==> config.mk <==
export PLATFORM = sky130hd
export DESIGN_NAME = blink_rate_ctrl
export DESIGN_NICKNAME = d
export VERILOG_FILES = /design/src/rtl/blink_rate_ctrl.sv
export SDC_FILE = /design/constraint.sdc
export NUM_CORES = 1
export LEC_CHECK = 0
export CAP_MARGIN = 20
export CELL_PAD_IN_SITES_DETAIL_PLACEMENT = 2
export CELL_PAD_IN_SITES_GLOBAL_PLACEMENT = 2
export CORE_AREA = 5 5 87 122
export DETAILED_ROUTE_END_ITERATION = 12
export DIE_AREA = 0 0 92 127
export PLACE_DENSITY = 0.79
export REMOVE_ABC_BUFFERS = 1
export SYNTH_ARGS = -nofsm -noshare
export SYNTH_HDL_FRONTEND = slang
export SYNTH_SLANG_ARGS = --single-unit
==> constraint.sdc <==
create_clock -name i_clk -period 3.16 [get_ports i_clk]
set_input_delay 0.632 -clock i_clk [delete_from_list [all_inputs] [get_ports i_clk]]
set_output_delay 0.632 -clock i_clk [all_outputs]
set_load 0.005 [all_outputs]
==> src/rtl/blink_rate_ctrl.sv <==
// Blink rate controller: two raw rate-select switches are synchronized and
// debounced, and the resulting 2-bit rate selects a periodic single-cycle
// enable pulse (off / 1 Hz / 10 Hz / 100 Hz) for a downstream LED toggler.
module blink_rate_ctrl #(
  parameter int unsigned CLK_HZ          = 50000000,
  parameter int unsigned DEBOUNCE_CYCLES = 250000
) (
  input  logic       i_clk,
  input  logic       i_rst_n,
  input  logic       i_switch_1,
  input  logic       i_switch_2,
  output logic       o_en,
  output logic [1:0] o_rate,
  output logic       o_active
);

  // Debounce counter is never narrower than 18 bits.
  localparam int unsigned DB_W = ($clog2(DEBOUNCE_CYCLES) > 18) ? $clog2(DEBOUNCE_CYCLES) : 18;
  localparam logic [DB_W-1:0] DB_LAST = DB_W'(DEBOUNCE_CYCLES - 1);

  // Terminal tick counts (period minus one) for each rate.
  localparam logic [31:0] LAST_1HZ   = 32'(CLK_HZ - 1);
  localparam logic [31:0] LAST_10HZ  = 32'((CLK_HZ / 10) - 1);
  localparam logic [31:0] LAST_100HZ = 32'((CLK_HZ / 100) - 1);

  // Map a rate code to the terminal value of the tick counter.
  function automatic logic [31:0] period_last(input logic [1:0] rate);
    logic [31:0] last;
    case (rate)
      2'b01:   last = LAST_1HZ;
      2'b10:   last = LAST_10HZ;
      2'b11:   last = LAST_100HZ;
      default: last = '0;
    endcase
    return last;
  endfunction

  // Bit 0 carries switch 1, bit 1 carries switch 2 throughout.
  logic [1:0]            meta_q, meta_d;
  logic [1:0]            sync_q, sync_d;
  logic [1:0]            rate_q, rate_d;
  logic [1:0][DB_W-1:0]  cnt_q, cnt_d;
  logic [31:0]           tick_q, tick_d;
  logic                  en_q, en_d;
  logic                  active_q, active_d;
  logic                  rate_chg;

  // Two-flop synchronizer feeding the debouncers.
  always_comb begin
    meta_d = {i_switch_2, i_switch_1};
    sync_d = meta_q;
  end

  // Independent debounce per switch; the debounced pair is the rate register,
  // so simultaneous clean edges on both switches update the rate together.
  always_comb begin
    rate_d = rate_q;
    cnt_d  = cnt_q;
    for (int i = 0; i < 2; i++) begin
      if (sync_q[i] == rate_q[i]) begin
        cnt_d[i] = '0;
      end else if (cnt_q[i] == DB_LAST) begin
        cnt_d[i]  = '0;
        rate_d[i] = sync_q[i];
      end else begin
        cnt_d[i] = cnt_q[i] + 1'b1;
      end
    end
  end

  // Tick counter and enable pulse; a rate change restarts the period and
  // suppresses any pulse that would have fired on that same edge.
  always_comb begin
    rate_chg = (rate_d != rate_q);
    tick_d   = '0;
    en_d     = 1'b0;
    if (!rate_chg && (rate_q != 2'b00)) begin
      if (tick_q == period_last(rate_q)) begin
        en_d   = 1'b1;
        tick_d = '0;
      end else begin
        tick_d = tick_q + 32'd1;
      end
    end
    active_d = (rate_d != 2'b00);
  end

  // State registers with synchronous active-low reset.
  always_ff @(posedge i_clk) begin
    if (!i_rst_n) begin
      meta_q   <= '0;
      sync_q   <= '0;
      rate_q   <= '0;
      cnt_q    <= '0;
      tick_q   <= '0;
      en_q     <= 1'b0;
      active_q <= 1'b0;
    end else begin
      meta_q   <= meta_d;
      sync_q   <= sync_d;
      rate_q   <= rate_d;
      cnt_q    <= cnt_d;
      tick_q   <= tick_d;
      en_q     <= en_d;
      active_q <= active_d;
    end
  end

  assign o_en     = en_q;
  assign o_rate   = rate_q;
  assign o_active = active_q;

endmodule

==> results of run 1 <==
layout make-up:
| type | count | area [um2] | share of cell area [%] |
|---|---|---|---|
| tap | 110 | 138 | 3.34 |
| multi-input combinational | 294 | 2050 | 49.8 |
| clock buffer | 10 | 229 | 5.56 |
| inverter | 8 | 30.0 | 0.729 |
| clock inverter | 5 | 30.0 | 0.729 |
| timing repair buffer | 12 | 120 | 2.92 |
| sequential | 76 | 1520 | 36.9 |
sequential cells by signal (all words and copies together), names as in the netlist:
| signal | count |
|---|---|
| cnt_q | 36 |
| meta_q | 2 |
| o_active | 1 |
| o_en | 1 |
| o_rate | 2 |
| sync_q | 2 |
| tick_q | 32 |
per-layer routing:
layer | up-vias | share of wire (%)
met5 | - | 0
met1 | 1446 | 43
met2 | 17 | 53
met3 | 12 | 1.5
met4 | 0 | 2.2
li1 | 1381 | -
worst register-to-register path, stage by stage, from the launching register on:
cell	delay (ps)
dfxtp_1	500
inv_1	110
ha_1	230
o21bai_1	210
a222oi_1	390
o211ai_1	190
a2111oi_4	330
buf_4	330
nor2b_1	190
worst max-delay path by stage:
stage	start	end	slack [ps]
2_1_floorplan	o_rate[1]	o_en	-170
3_3_place_gp	o_rate[1]	tick_q[22]	760
3_5_place_dp	o_rate[1]	tick_q[22]	570
4_1_cts	o_rate[1]	o_en	560
5_1_grt	o_rate[1]	tick_q[22]	320
6_report	o_rate[1]	o_en	600
power groups by stage:
stage / Combinational (mW) / Sequential, mW / Clock [mW]
floorplan: 0.00611 / 0.984 / 0
global placement: 0.0141 / 0.984 / 0
detailed placement: 0.0146 / 0.984 / 0
CTS: 0.0148 / 0.963 / 0.948
global route: 0.0161 / 0.963 / 0.988
finish: 0.0142 / 0.963 / 0.922
cells by family after synthesis:
family                   after synthesis  synth area share, %
multiplexers                           2                0.545
adder cells (fa/ha/maj)                8                 2.73
AO/OA/AOI/OAI                         11                 3.48
AND/OR/NAND/NOR                      208                 33.6
XOR/XNOR                              65                 15.5
buffers and inverters                 20                 2.69
flip-flops                            76                 41.4
placed cells by master (no fill, tap or decap), types with 5 or more instances in the layout:
cell type and count:
nor2_1 52, nand3_1 32, and3_1 5, nor3_2 30, clkbuf_16 9, nand4_1 17, and2_1 7, ha_1 8
nor4_1 5, dfxtp_1 76, xor2_1 37, nor3_1 12, clkdlybuf4s50_1 7, and4_1 6, xnor2_1 28, inv_1 8
nand2_1 18
stage by stage:
step           area [um2]  hold WS, ps  util, %  total power, mW
6_report             4120          443     44.0             1.90
5_1_grt              4120          456     44.0             1.97
4_1_cts              4120          448     44.0             1.93
3_5_place_dp         3860          442     41.3            0.999
3_3_place_gp         3860          432     41.3            0.998
2_1_floorplan        3600          412        -            0.990
==> results.yml, run 1 <==
setup_path:
  slowest_stage: "dfxtp_1"
  endpoint_kind: "register"
  cp.depth: 8
  start_kind: "register"
  critPathMaxFanout: 16
  max_stage_delay_ps: 500
  cp_cell_sequence: "inv_1 -> ha_1 -> o21bai_1 -> a222oi_1 -> o211ai_1 -> a2111oi_4 -> buf_4 -> nor2b_1"
  reg2reg_from: "o_rate[1]"
  cp_top_family: "compound AO/OA/AOI/OAI gates"
  reg2reg_depth: 8
  r2r_slack_ps: 600
  reg2reg_to: "o_en"
  worst-path-buf-inv: 2
  cp.required_ps: 3430
  worstPathArrival_ps: 2830
  setup.worst_path.class: "reg2reg"
synth:
  synth_edf_count: 0
  syn_area_per_cell_um2: 9.41
  synth.most_common_cell: "dfxtp_1"
  syn_inst: 390
  ys_warn_count: 0
  netlist_top_cells_area: "dfxtp_1 41%, xor2_1 8.8%, nor3_2 8.2%, xnor2_1 6.7%, nor2_1 5.3%"
  synth_top_area_cell: "dfxtp_1"
  synth_async_sr_flop_share_pct: 0
  synth-seq-area-share_pct: 41.4
  synth_commonest_cells: "76 x dfxtp_1, 52 x nor2_1, 37 x xor2_1, 32 x nand3_1, 30 x nor3_2"
  synthFlopType: "dfxtp_1"
  ys_types: 41
  syn_area_um2: 3670
  synth_top_area_share_pct: 41.4
  yosys_register_bits: 76
finish:
  nNetsFinal: 413
  stdcell_count: 515
  drive_above_1_share_pct: 14.1
  syn2layout_area_growth_pct: 12.2
  fillers: 1042
  num_antenna_cells: 0
cts:
  clkLatencyLatePin_ps: 340
  cts_root_buffer: "clkbuf_16"
  cts_inserted_buffers: 9
  cts_setup_buffers: 0
  cts_sinks: 76
  cts-htree-levels: 3
  clk_pin_slew_ps: 60
  cts_resized: 0
  ctsHoldBuffers: 0
  cts_buffer_depth: 2
  cts_tree: "built"
placement:
  portBuffers: 7
  place_congestion: 0.771
  hpwl_um: 6270
  dp_worst_setup_slack_ps: 571
  placedCellCount: 500
power_and_ir_drop:
  p_seq_share_pct: 50.7
  switching_share_pct: 21.5
  p_clk_share_pct: 48.6
  peakVddDrop_mv: 0.266
  p_per_area_nw_per_um2: 461
  p_leak_nw: 1.26
  internal_power_mw: 1.49
  switching_power_mw: 0.409
  combinationalPowerShare_pct: 0.7
floorplanning:
  die_area_um2: 11700
  die_y_um: 127
  core_um2: 9350
  row_count: 42
  io_pins: 8
  fp.dieW_um: 92
  start_util_pct: 39.2
timing:
  rsz0062_at_grt: "no"
  hold_violations: 0
  tns_ps: 0
  post-route-period-util_pct: 81.1
  fin_crit_ps: 2560
  setup_viol: 0
  tightest_slew_ps: 926
  slew_headroom_pct: 37.7
  finClkSkew_ps: 5.55
  slew_violations: 0
  fmax_mhz: 390
  setup_ws_ps: 598
global_routing:
  met3_usage_pct: 2.76
  grt_antenna_before_repair: 0
  grt-ovfl-total: 0
  use_met1_pct: 19.3
  grt_max_degree: 19
  grt_pass1_vias: 3183
  grt_usage_pct: 17.2
  grt_pass1_wl_um: 16100
  globalRouteMet2Util_pct: 31.8
  busiest_layer: "met2"
flow_run:
  drv_cap: 0
worst_hold_path:
  holdPathStages: 1
  hp-class: "reg2reg"
  min_from: "meta_q[1]"
  hold-path-endpoint: "sync_q[1]"
route:
  drt_pre_antenna_iters: 4
  routedWlPerCell_um: 17.8
  drt_iter0_drc: 72
  via_per_inst: 5.55
  drt-total-wl_um: 9180
  drc_errors: 0
  vias: 2856
  ant_nets: 0
status:
  status: "finished, final reports clean"
Note: power is estimated with default switching activity, not from simulation.
==> run 2, diff against run 1 <==
clock period = 2.4 ns   (was 3.16 ns; I/O delays follow)
==> results.yml, run 2 (synthesized netlist as in run 1, its figures left out) <==
finish:
  syn2layout_area_growth_pct: 17.9
  num_antenna_cells: 0
  nNetsFinal: 428
  top_regs: "cnt_q x36, tick_q x32"
  most-common-layout-cells: "76 x dfxtp_1, 52 x nor2_1, 37 x xor2_1, 32 x nand3_1, 30 x nor3_2"
  drive_above_1_share_pct: 17.3
  largest_reg_flops: 36
  layout_commonest_cell: "dfxtp_1"
  top_register: "cnt_q"
floorplanning:
  start_util_pct: 39.2
  die_area_um2: 11700
  die_y_um: 127
  io_pins: 8
  fp.dieW_um: 92
  core_um2: 9350
  row_count: 42
cts:
  cts_buffer_depth: 2
  cts_root_buffer: "clkbuf_16"
  ctsHoldBuffers: 0
  clkLatencyLatePin_ps: 340
  cts_tree: "built"
  cts_inserted_buffers: 9
  clk_pin_slew_ps: 60
  cts_sinks: 76
  cts-htree-levels: 3
power_and_ir_drop:
  finalPower_mw: 2.75
  peakVddDrop_mv: 0.325
  p_leak_nw: 1.37
  p_per_area_nw_per_um2: 634
route:
  vias: 2930
  drc_errors: 0
  via_per_inst: 5.52
  ant_nets: 0
  drt_iter0_drc: 61
  routedWlPerCell_um: 19.5
  drt-total-wl_um: 10400
  drt_pre_antenna_iters: 4
setup_path:
  setup.worst_path.class: "reg2reg"
  slowest_stage: "a2111oi_4"
  max_stage_delay_ps: 340
  cp.required_ps: 2620
  cp_cell_sequence: "buf_4 -> ha_1 -> or3_1 -> a222oi_1 -> o211ai_1 -> a2111oi_4 -> buf_6 -> buf_4 -> nor3_2"
  crit_path_frequent_cell: "buf_4"
  critPathMaxFanout: 6
  start_kind: "register"
  worstPathArrival_ps: 2590
  endpoint_kind: "register"
global_routing:
  grt_pass1_wl_um: 17300
  grt_antenna_before_repair: 0
  grt_usage_pct: 18.8
  grt_max_degree: 34
  grt-ovfl-total: 0
  grt_pass1_vias: 3355
flow_run:
  drv_cap: 0
timing:
  fin_crit_ps: 2380
  hold_violations: 0
  slew_violations: 0
  slew_headroom_pct: 55.7
  tightest_slew_ps: 659
  setup_viol: 0
  fmax_mhz: 421
  finClkSkew_ps: 8.17
  tns_ps: 0
  post-route-period-util_pct: 99.0
worst_hold_path:
  hp-class: "reg2reg"
placement:
  hpwl_um: 6680
  place_congestion: 0.745
  portBuffers: 7
status:
  status: "finished, final reports clean"
[run 2: cell types whose count changed in the layout (fill, tap and decap cells not counted)]
cell | previous run | this run
bufinv_16 | 0 | 2
clkinv_2 | 3 | 1
clkbuf_16 | 9 | 10
buf_4 | 4 | 15
buf_6 | 0 | 2
clkinv_4 | 0 | 1
buf_12 | 1 | 2
[run 2: routing by layer]
layer	global-route usage [%]	vias up	share of wire (%)
met5	0	-	0
met4	6.74	0	2.3
met3	3.88	17	1.8
met2	34.4	31	54
met1	21.3	1474	42
li1	-	1408	-
[run 2: worst paths after layout]
check / startpoint / to / slack (ps) / depth (start not counted)
setup / recovery: o_rate[1] / tick_q[24] / 20 / 9
hold reg to reg: meta_q[0] / sync_q[0] / 440 / 1
setup reg to reg: o_rate[1] / tick_q[24] / 20 / 9
hold / removal: meta_q[0] / sync_q[0] / 440 / 1
[run 2: critical path, delay by kind of cell (launching register included)]
kind | cells | cell delay [ps]
flops | 1 | 330
compound gates | 3 | 810
buf+inv | 3 | 530
simple gates | 2 | 380
fa+ha+maj | 1 | 210
[run 2: report_power, final]
group | internal, mW | switching [mW] | leakage (nW) | total [mW]
combinational | 0.0101 | 0.0106 | 0.611 | 0.0206
sequential | 1.27 | 0.00241 | 0.613 | 1.27
clock | 0.911 | 0.546 | 0.149 | 1.46
total | 2.19 | 0.559 | 1.37 | 2.75
[run 2: layout make-up]
cell class / count / area, um2
inverter: 8 / 30.0
multi-input combinational: 294 / 2050
clock buffer: 10 / 229
fill: 984 / 5020
sequential: 76 / 1520
tap: 110 / 138
timing repair buffer: 27 / 270
clock inverter: 6 / 88.8
[run 2: timing repair]
action	CTS	global route
gates cloned	0	1
pin swaps	1	2
setup endpoints to repair	1	3
resized for setup	0	2
setup buffers	0	1
[run 2: per-stage QoR]
step / worst slack, ps / cell area (um2) / cells / utilization [%] / hold slack [ps]
2_1_floorplan: -928 / 3600 / 378 / - / 412
4_1_cts: 76.8 / 4290 / 529 / 45.9 / 445
3_5_place_dp: 28.4 / 3970 / 513 / 42.5 / 432
3_3_place_gp: 168 / 3970 / 513 / 42.5 / 430
5_1_grt: -38.8 / 4330 / 531 / 46.3 / 456
6_report: 23.6 / 4330 / 531 / 46.3 / 443
==> run 3, diff against run 2 <==
SLEW_MARGIN = 30   (was not set)
==> results of run 3 <==
Final layout, timing and power as in run 2 (identical DEF).
